--- config.mk ---
export PLATFORM = sky130hd
export DESIGN_NAME = fetch
export DESIGN_NICKNAME = d
export VERILOG_FILES = /design/src/rtl/fetch.sv
export SDC_FILE = /design/constraint.sdc
export NUM_CORES = 1
export LEC_CHECK = 0
export BUFFER_PORTS_ARGS = -buffer_cell sky130_fd_sc_hd__buf_2
export CAP_MARGIN = 20
export CORE_UTILIZATION = 48
export CTS_CLUSTER_SIZE = 20
export DETAILED_ROUTE_END_ITERATION = 7
export HOLD_SLACK_MARGIN = 0.1
export MAX_ROUTING_LAYER = met4
export PLACE_DENSITY = 0.77
export SLEW_MARGIN = 40
export SYNTH_ARGS = -nofsm -noshare
export SYNTH_HDL_FRONTEND = slang
export SYNTH_SLANG_ARGS = --single-unit
--- constraint.sdc ---
create_clock -name clk -period 1.8 [get_ports clk]
set_input_delay 0 -clock clk [delete_from_list [all_inputs] [get_ports clk]]
set_output_delay 0 -clock clk [all_outputs]
set_load 0.05 [all_outputs]
--- src/rtl/fetch.sv ---
// Instruction-fetch stage: holds the fetch PC, issues one BRAM read per instruction,
// hands instr/pc to decode with a one-cycle pulse, then waits for the retire pulse.
module fetch #(
    parameter logic [18:0] RESET_PC = 19'd0,
    parameter int          IMEM_LAT = 2
) (
    input  logic        clk,
    input  logic        rstn,
    input  logic        start,
    input  logic        halt,
    input  logic        next_en,
    input  logic        jump,
    input  logic [18:0] jump_addr,
    output logic        imem_en,
    output logic [18:0] imem_addr,
    input  logic [31:0] imem_rdata,
    output logic        decode_en,
    output logic [31:0] instr,
    output logic [18:0] pc,
    output logic        busy,
    output logic [31:0] instr_count,
    output logic        proto_err
);

    typedef enum logic [1:0] {S_IDLE, S_ISSUE, S_WAIT, S_EXEC} state_t;

    localparam logic [1:0] LAT_LOAD = 2'(IMEM_LAT - 1);

    state_t      r_state;
    logic [18:0] r_fetch_pc;
    logic [1:0]  r_lat_cnt;
    logic [18:0] w_next_pc;

    // 19-bit add wraps 7FFFF to 0 on its own.
    assign w_next_pc = jump ? jump_addr : r_fetch_pc + 19'd1;

    always_ff @(posedge clk or negedge rstn) begin
        if (!rstn) begin
            r_state     <= S_IDLE;
            r_fetch_pc  <= RESET_PC;
            r_lat_cnt   <= 2'd0;
            imem_en     <= 1'b0;
            imem_addr   <= RESET_PC;
            decode_en   <= 1'b0;
            instr       <= 32'd0;
            pc          <= RESET_PC;
            busy        <= 1'b0;
            instr_count <= 32'd0;
            proto_err   <= 1'b0;
        end else begin
            imem_en   <= 1'b0;
            decode_en <= 1'b0;
            if (next_en && (r_state != S_EXEC))
                proto_err <= 1'b1;

            case (r_state)
                S_IDLE: begin
                    if (start) begin
                        r_fetch_pc <= RESET_PC;
                        imem_addr  <= RESET_PC;
                        imem_en    <= 1'b1;
                        busy       <= 1'b1;
                        r_state    <= S_ISSUE;
                    end
                end
                S_ISSUE: begin
                    r_lat_cnt <= LAT_LOAD;
                    r_state   <= S_WAIT;
                end
                S_WAIT: begin
                    // Read data is valid in the last WAIT cycle, IMEM_LAT cycles after ISSUE.
                    if (r_lat_cnt == 2'd0) begin
                        instr       <= imem_rdata;
                        pc          <= r_fetch_pc;
                        decode_en   <= 1'b1;
                        instr_count <= instr_count + 32'd1;
                        r_state     <= S_EXEC;
                    end else begin
                        r_lat_cnt <= r_lat_cnt - 2'd1;
                    end
                end
                S_EXEC: begin
                    if (next_en) begin
                        r_fetch_pc <= w_next_pc;
                        if (halt) begin
                            busy    <= 1'b0;
                            r_state <= S_IDLE;
                        end else begin
                            imem_en   <= 1'b1;
                            imem_addr <= w_next_pc;
                            r_state   <= S_ISSUE;
                        end
                    end
                end
                default: begin
                    busy    <= 1'b0;
                    r_state <= S_IDLE;
                end
            endcase
        end
    end

endmodule
==> results of run 1 <==
## routing by layer
metal | global-route usage | part of all wire
met1 | 0.316 | 0.38
met5 | - | 0
met2 | 0.477 | 0.51
met4 | 0.135 | 0.036
met3 | 0.0664 | 0.077
## state kept, by name (all words and copies together) (netlist names)
signal and cells:
proto_err 1, r_lat_cnt 2, instr 32, r_state 2, decode_en 1, imem_en 1, instr_count 32, busy 1
pc 19, r_fetch_pc 19, imem_addr 19
## cells in the mapped netlist (8+ instances only)
| library cell | n |
|---|---|
| dfrtp_1 | 129 |
| nor2_1 | 20 |
| nand2_1 | 47 |
| clkbuf_1 | 16 |
| mux2_2 | 51 |
| o21ai_0 | 25 |
| ha_1 | 8 |
| nor3_1 | 16 |
| o21a_1 | 8 |
| xor2_1 | 12 |
| a211oi_1 | 8 |
| xnor2_1 | 25 |
| mux2i_1 | 15 |
| o31ai_1 | 8 |
| nor4_1 | 13 |
| nand3_1 | 20 |
| nand4_1 | 14 |
| inv_1 | 14 |
## power by group
| part | total, W | switching [W] | internal, W |
|---|---|---|---|
| Combinational | 0.00841 | 0.00531 | 0.00310 |
| Clock | 0.00324 | 0.00120 | 0.00203 |
| Sequential | 0.00439 | 0.000597 | 0.00379 |
## repair_timing
item | CTS | global route
cloned | 0 | 2
resized for setup | 10 | 50
hold buffers | 56 | 0
setup endpoints to repair | 16 | 51
pin swaps | 2 | 11
buffers inserted | 3 | 14
hold endpoints to repair | 198 | 0
## layout by cell type, fill, tap and decap left out, drive strengths merged, types with 3 or more instances in the layout
master       instances
o21ai               25
nor2                20
nor2b                3
a211oi               8
or3                  4
inv                 14
nand2b               7
ha                   8
and3                 6
nand4               15
clkbuf              26
xor2                12
buf                240
dlygate4sd3         56
nand2               47
a2111oi              4
and4                 5
o31ai                8
dfrtp              129
o211ai               4
or4                  4
mux2                51
o21a                 8
nor3                16
a22o                 4
a31oi                3
clkinv               4
mux2i               15
xnor2               25
nor4                16
nand3               20
## critical path: cells and delay by family, from the launching register on
kind	cells	cell delay (ns)
flip-flops	1	0.40
AND/OR/NAND/NOR	4	0.89
buffers and inverters	2	0.45
## layout make-up
type	count	area, um2
flip-flops and latches	129	3250
fillers	817	3050
multi-input cells	361	2960
repair buffers	296	2020
clock buffers	26	499
well taps	168	210
inverters	15	60.1
clock inverters	6	57.6
## kinds of logic after synthesis
kind of cell	synth area share
AOI/OAI and AO/OA	0.0898
xor gates and xnor gates	0.0539
adders and majority gates	0.0167
buffers and inverters	0.0258
DFF	0.537
muxes	0.121
and+or+nand+nor	0.156
## worst max-delay path by stage
stage                                  to  slack (ns)  cells past startpoint
after detailed placement    r_fetch_pc[0]       -0.07                      7
after CTS                  r_fetch_pc[16]        0.01                      7
after global routing       r_fetch_pc[16]       -0.14                      6
after floorplan           instr_count[18]       -0.03                      6
final                       imem_addr[16]       -0.06                      6
after global placement      imem_addr[12]        0.04                      8
## per-stage QoR
| step | setup WS [ns] | TNS, ns |
|---|---|---|
| 6_report | -0.0628 | -0.152 |
| 5_1_grt | -0.144 | -1.16 |
| 4_1_cts | 0.0130 | 0 |
| 3_5_place_dp | -0.0656 | -0.272 |
| 3_3_place_gp | 0.0428 | 0 |
| 2_1_floorplan | -0.0274 | -0.0651 |
==> flow_summary.yaml, run 1 <==
cts:
  clkSinkCount: 129
  cts_root_buf: "clkbuf_16"
  cts_tree: "yes"
  clockBufferDepth: 2
  cts.reportedPaths.clkPinSlew_ns: 0.06
  htreeDepth: 4
  clk_latency_ns: 0.42
  numCtsBuffers: 17
timing:
  fmax_mhz: 537
  fin_crit_ns: 1.86
  relSlewSlack: 0.550
  maxSlewViolCount: 0
  final.setup_skew_ns: 0.00970
  whs_ns: 0.140
  setup_ws_ns: -0.0628
  hold_viol_final: 0
  setup_viol: 5
  rsz0062_at_grt: "true"
  worst_pin_slew_ns: 0.673
  min_period_over_period: 1.03
synthesis:
  yosysSeqAreaShare: 0.537
  synthesis.area_um2: 6010
  synth-warning-count: 0
  ys_ff_latch: 129
  syn_avg_cell_area_um2: 11.3
  synth_top_area_cell: "dfrtp_1"
  synth_edf_count: 0
  synth_area_leaders: "dfrtp_1 (54%), mux2_2 (9.6%), xnor2_1 (3.6%), nand2_1 (2.9%), mux2i_1 (2.5%)"
  ys.flop_type: "dfrtp_1"
  synth_nets: 595
  synthArstFlopShare: 1.00
  synth.top_cell.area_share: 0.537
  synthCells: 530
  synthDistinctLibCells: 53
global_route:
  grt_max_degree: 45
  grt_overflow_total: 0
  grt_antenna_before_repair: 0
  track_usage: 0.282
  grt_pass1_wl_mm: 27.5
  grt_pass1_vias: 5706
worst_setup_path:
  crit_fanout: 8
  critical_path.slowest_cell: "nor4_2"
  worstPathCellList: "nand4_4, buf_4, nor4_2, buf_4, nor4b_2, nor3_1"
  r2r_cells: 6
  max_stage_delay_ns: 0.42
  crit_start: "r_fetch_pc[4]"
  cp_common_cell: "buf_4"
  cp.required_ns: 2.09
  critPathCaptureType: "register"
  rr_endpoint: "imem_addr[16]"
  crit_type: "reg2reg"
  r2r_start: "r_fetch_pc[4]"
  r2r_slack_ns: -0.06
  worst_ep_arrival_time_ns: 2.16
  crit_path_start_kind: "register"
power_and_ir_drop:
  total_leakage_power_nw: 4.35
  p_per_area_nw_per_um2: 1770
  p_total_w: 0.0160
  ir_drop_mv: 1.11
detailed_routing:
  vias_per_cell: 5.61
  routed_wl_mm: 18.1
  num_vias: 5615
  drc: 0
  drt_first_pass_iters: 5
  ant_nets: 0
  drtIter0Drc: 384
  wire_per_inst_um: 18.1
worst_hold_path:
  holdPathEnd: "imem_addr[10]"
  hold_depth: 5
  hp-start: "jump_addr[10]"
  min_path_type: "in2reg"
place:
  numPortBuffers: 162
  dp_cells: 894
  place_hpwl_mm: 11.2
  place.gp.congestion: 0.901
  placed_area_um2: 7500
run:
  max-cap-violations: 0
floorplan:
  start_util: 0.496
  core.rowCount: 40
  dieArea_um2: 13000
  io_pins: 163
  core_area_um2: 12100
  chipHeight_um: 114
  die_x_um: 114
finish:
  drive_gt1_frac: 0.469
  post-route-util: 0.748
  diodes: 0
  stdcell_area_um2: 9060
  final_cells: 1001
  syn_to_final_growth_pct: 50.8
  nNetsFinal: 885
outcome:
  status: "complete, but fails checks"
  violations: "setup timing"
Power figures use the tool's default switching activity.
==> inputs of run 2 (changes only) <==
BUFFER_PORTS_ARGS = unset   (was -buffer_cell sky130_fd_sc_hd__buf_2)
CORE_UTILIZATION = 55   (was 48)
DONT_BUFFER_PORTS = 1   (was unset)
PLACE_DENSITY = 0.73   (was 0.77)
==> run 2 against run 1 <==
  * Combinational power fell by 38%
  * Largest power group is now registers
  * The run ends with hold timing, setup timing left
  * First-iteration DRC count down 16%
  * Clock power is 11% higher
  * Via count shrank 11%
  * Clock skew down 0.00059 ns
  * Worst setup slack improved by 0.028 ns
  * Critical endpoint is now instr_count[21]
  * Final cell count shrank 18%
  * Critical path depth did not move
  * Total power down 3.8%
  * Routed wire length is 7.5% lower
  * Flip-flop and latch count stayed put
==> flow_summary.yaml, run 2 (synthesis gave the netlist of run 1 again) <==
outcome:
  status: "complete, but fails checks"
  violations: "hold timing, setup timing"
detailed_routing:
  drc: 0
  drt_first_pass_iters: 7
  ant_nets: 0
  num_vias: 4977
  routed_wl_mm: 16.7
  vias_per_cell: 6.03
  drtIter0Drc: 323
  wire_per_inst_um: 20.3
finish:
  nFillCells: 592
  nNetsFinal: 741
  mostFrequentLayoutCells: "dfrtp_1 (111), buf_4 (80), dlygate4sd3_1 (61)"
  reg_top3: "instr x32, instr_count x32"
  diodes: 0
  post-route-util: 0.796
  seq_area_um2: 3250
  syn_to_final_growth_pct: 38.6
  layout_commonest_cell: "dfrtp_1"
  multi_input_area_um2: 2890
  drive_gt1_frac: 0.345
worst_hold_path:
  min_path_type: "in2async"
global_route:
  grt_pass1_vias: 5001
  grt_overflow_total: 0
  grt_max_degree: 130
  grt_pass1_wl_mm: 25.2
  grt_antenna_before_repair: 0
  track_usage: 0.298
floorplan:
  dieArea_um2: 11300
  chipHeight_um: 107
  io_pins: 163
  core.rowCount: 37
  core_area_um2: 10500
  start_util: 0.574
  die_x_um: 107
worst_setup_path:
  crit_type: "reg2reg"
  crit_path_start_kind: "register"
  critPathCaptureType: "register"
  r2r_slack_ns: -0.03
  crit_fanout: 4
  cp.required_ns: 2.22
  worst_ep_arrival_time_ns: 2.26
timing:
  whs_ns: -0.817
  setup_viol: 3
  final.setup_skew_ns: 0.00910
  rsz0062_at_grt: "true"
  maxSlewViolCount: 0
  hold_viol_final: 129
  worst_pin_slew_ns: 0.920
  setup_ws_ns: -0.0348
  fin_crit_ns: 1.83
  relSlewSlack: 0.384
  fmax_mhz: 545
  min_period_over_period: 1.02
cts:
  cts.reportedPaths.clkPinSlew_ns: 0.06
  htreeDepth: 4
  cts_tree: "yes"
  clkSinkCount: 129
  clk_latency_ns: 0.51
  clockBufferDepth: 2
  cts_root_buf: "clkbuf_8"
  numCtsBuffers: 17
place:
  dp_slack_ns: -0.0895
  place_hpwl_mm: 10.1
  place.gp.congestion: 0.868
  numPortBuffers: 0
power_and_ir_drop:
  ir_drop_mv: 1.23
  p_per_area_nw_per_um2: 1850
  total_leakage_power_nw: 3.69
  p_total_w: 0.0154
run:
  max-cap-violations: 0
==> run 2: worst paths after layout <==
| path | end | start | cells after the start |
|---|---|---|---|
| max in group asynchronous | instr_count[0] | rstn | 0 |
| worst min register to register | r_lat_cnt[0] | r_lat_cnt[0] | 1 |
| worst max-delay path | instr_count[21] | r_state[1] | 6 |
| worst max register to register | instr_count[21] | r_state[1] | 6 |
| worst min-delay path | imem_addr[17] | rstn | 0 |
| min in group clk | instr[18] | imem_rdata[18] | 2 |
==> run 2: layer usage <==
| layer | GRT usage | wire [um] |
|---|---|---|
| met1 | 0.340 | 6540 |
| met2 | 0.509 | 8790 |
| met5 | - | 0 |
| met3 | 0.0852 | 1120 |
| met4 | 0.0949 | 271 |
==> run 2: critical path, cell delays in order, from the launching register on <==
cell,delay (ns)
dfrtp_1,0.40
buf_4,0.13
ha_2,0.19
nand4_1,0.13
or3_4,0.44
nor4_4,0.25
xor2_1,0.20
==> run 2: what timing repair did <==
item,in CTS,in global routing
gates resized for setup,17,40
hold buffers,50,11
setup endpoints to repair,23,44
endpoints found under the hold margin,204,162
buffers inserted,2,4
pin swaps,2,9
==> run 2: layout make-up <==
class | count | area share
clock inverter | 12 | 0.0218
inverter | 15 | 0.00676
timing repair buffer | 152 | 0.161
sequential | 129 | 0.390
multi-input combinational | 361 | 0.347
tap | 136 | 0.0204
clock buffer | 20 | 0.0523
==> run 2: report_power, final <==
part / switching (W) / internal [W]
sequential: 0.00287 / 0.00374
combinational: 0.00274 / 0.00249
clock: 0.00129 / 0.00229
total: 0.00690 / 0.00852
==> run 2: stage by stage <==
| step | area (um2) | std cells | setup TNS, ns | hold slack (ns) |
|---|---|---|---|---|
| 2_1_floorplan | 6090 | 530 | -0.0651 | -0.296 |
| 3_3_place_gp | 6810 | 726 | -0.0136 | -0.293 |
| 3_5_place_dp | 6810 | 726 | -0.347 | -0.293 |
| 4_1_cts | 8020 | 810 | -0.0154 | -0.834 |
| 5_1_grt | 8330 | 825 | -0.346 | -0.848 |
| 6_report | 8330 | 825 | -0.0600 | -0.817 |
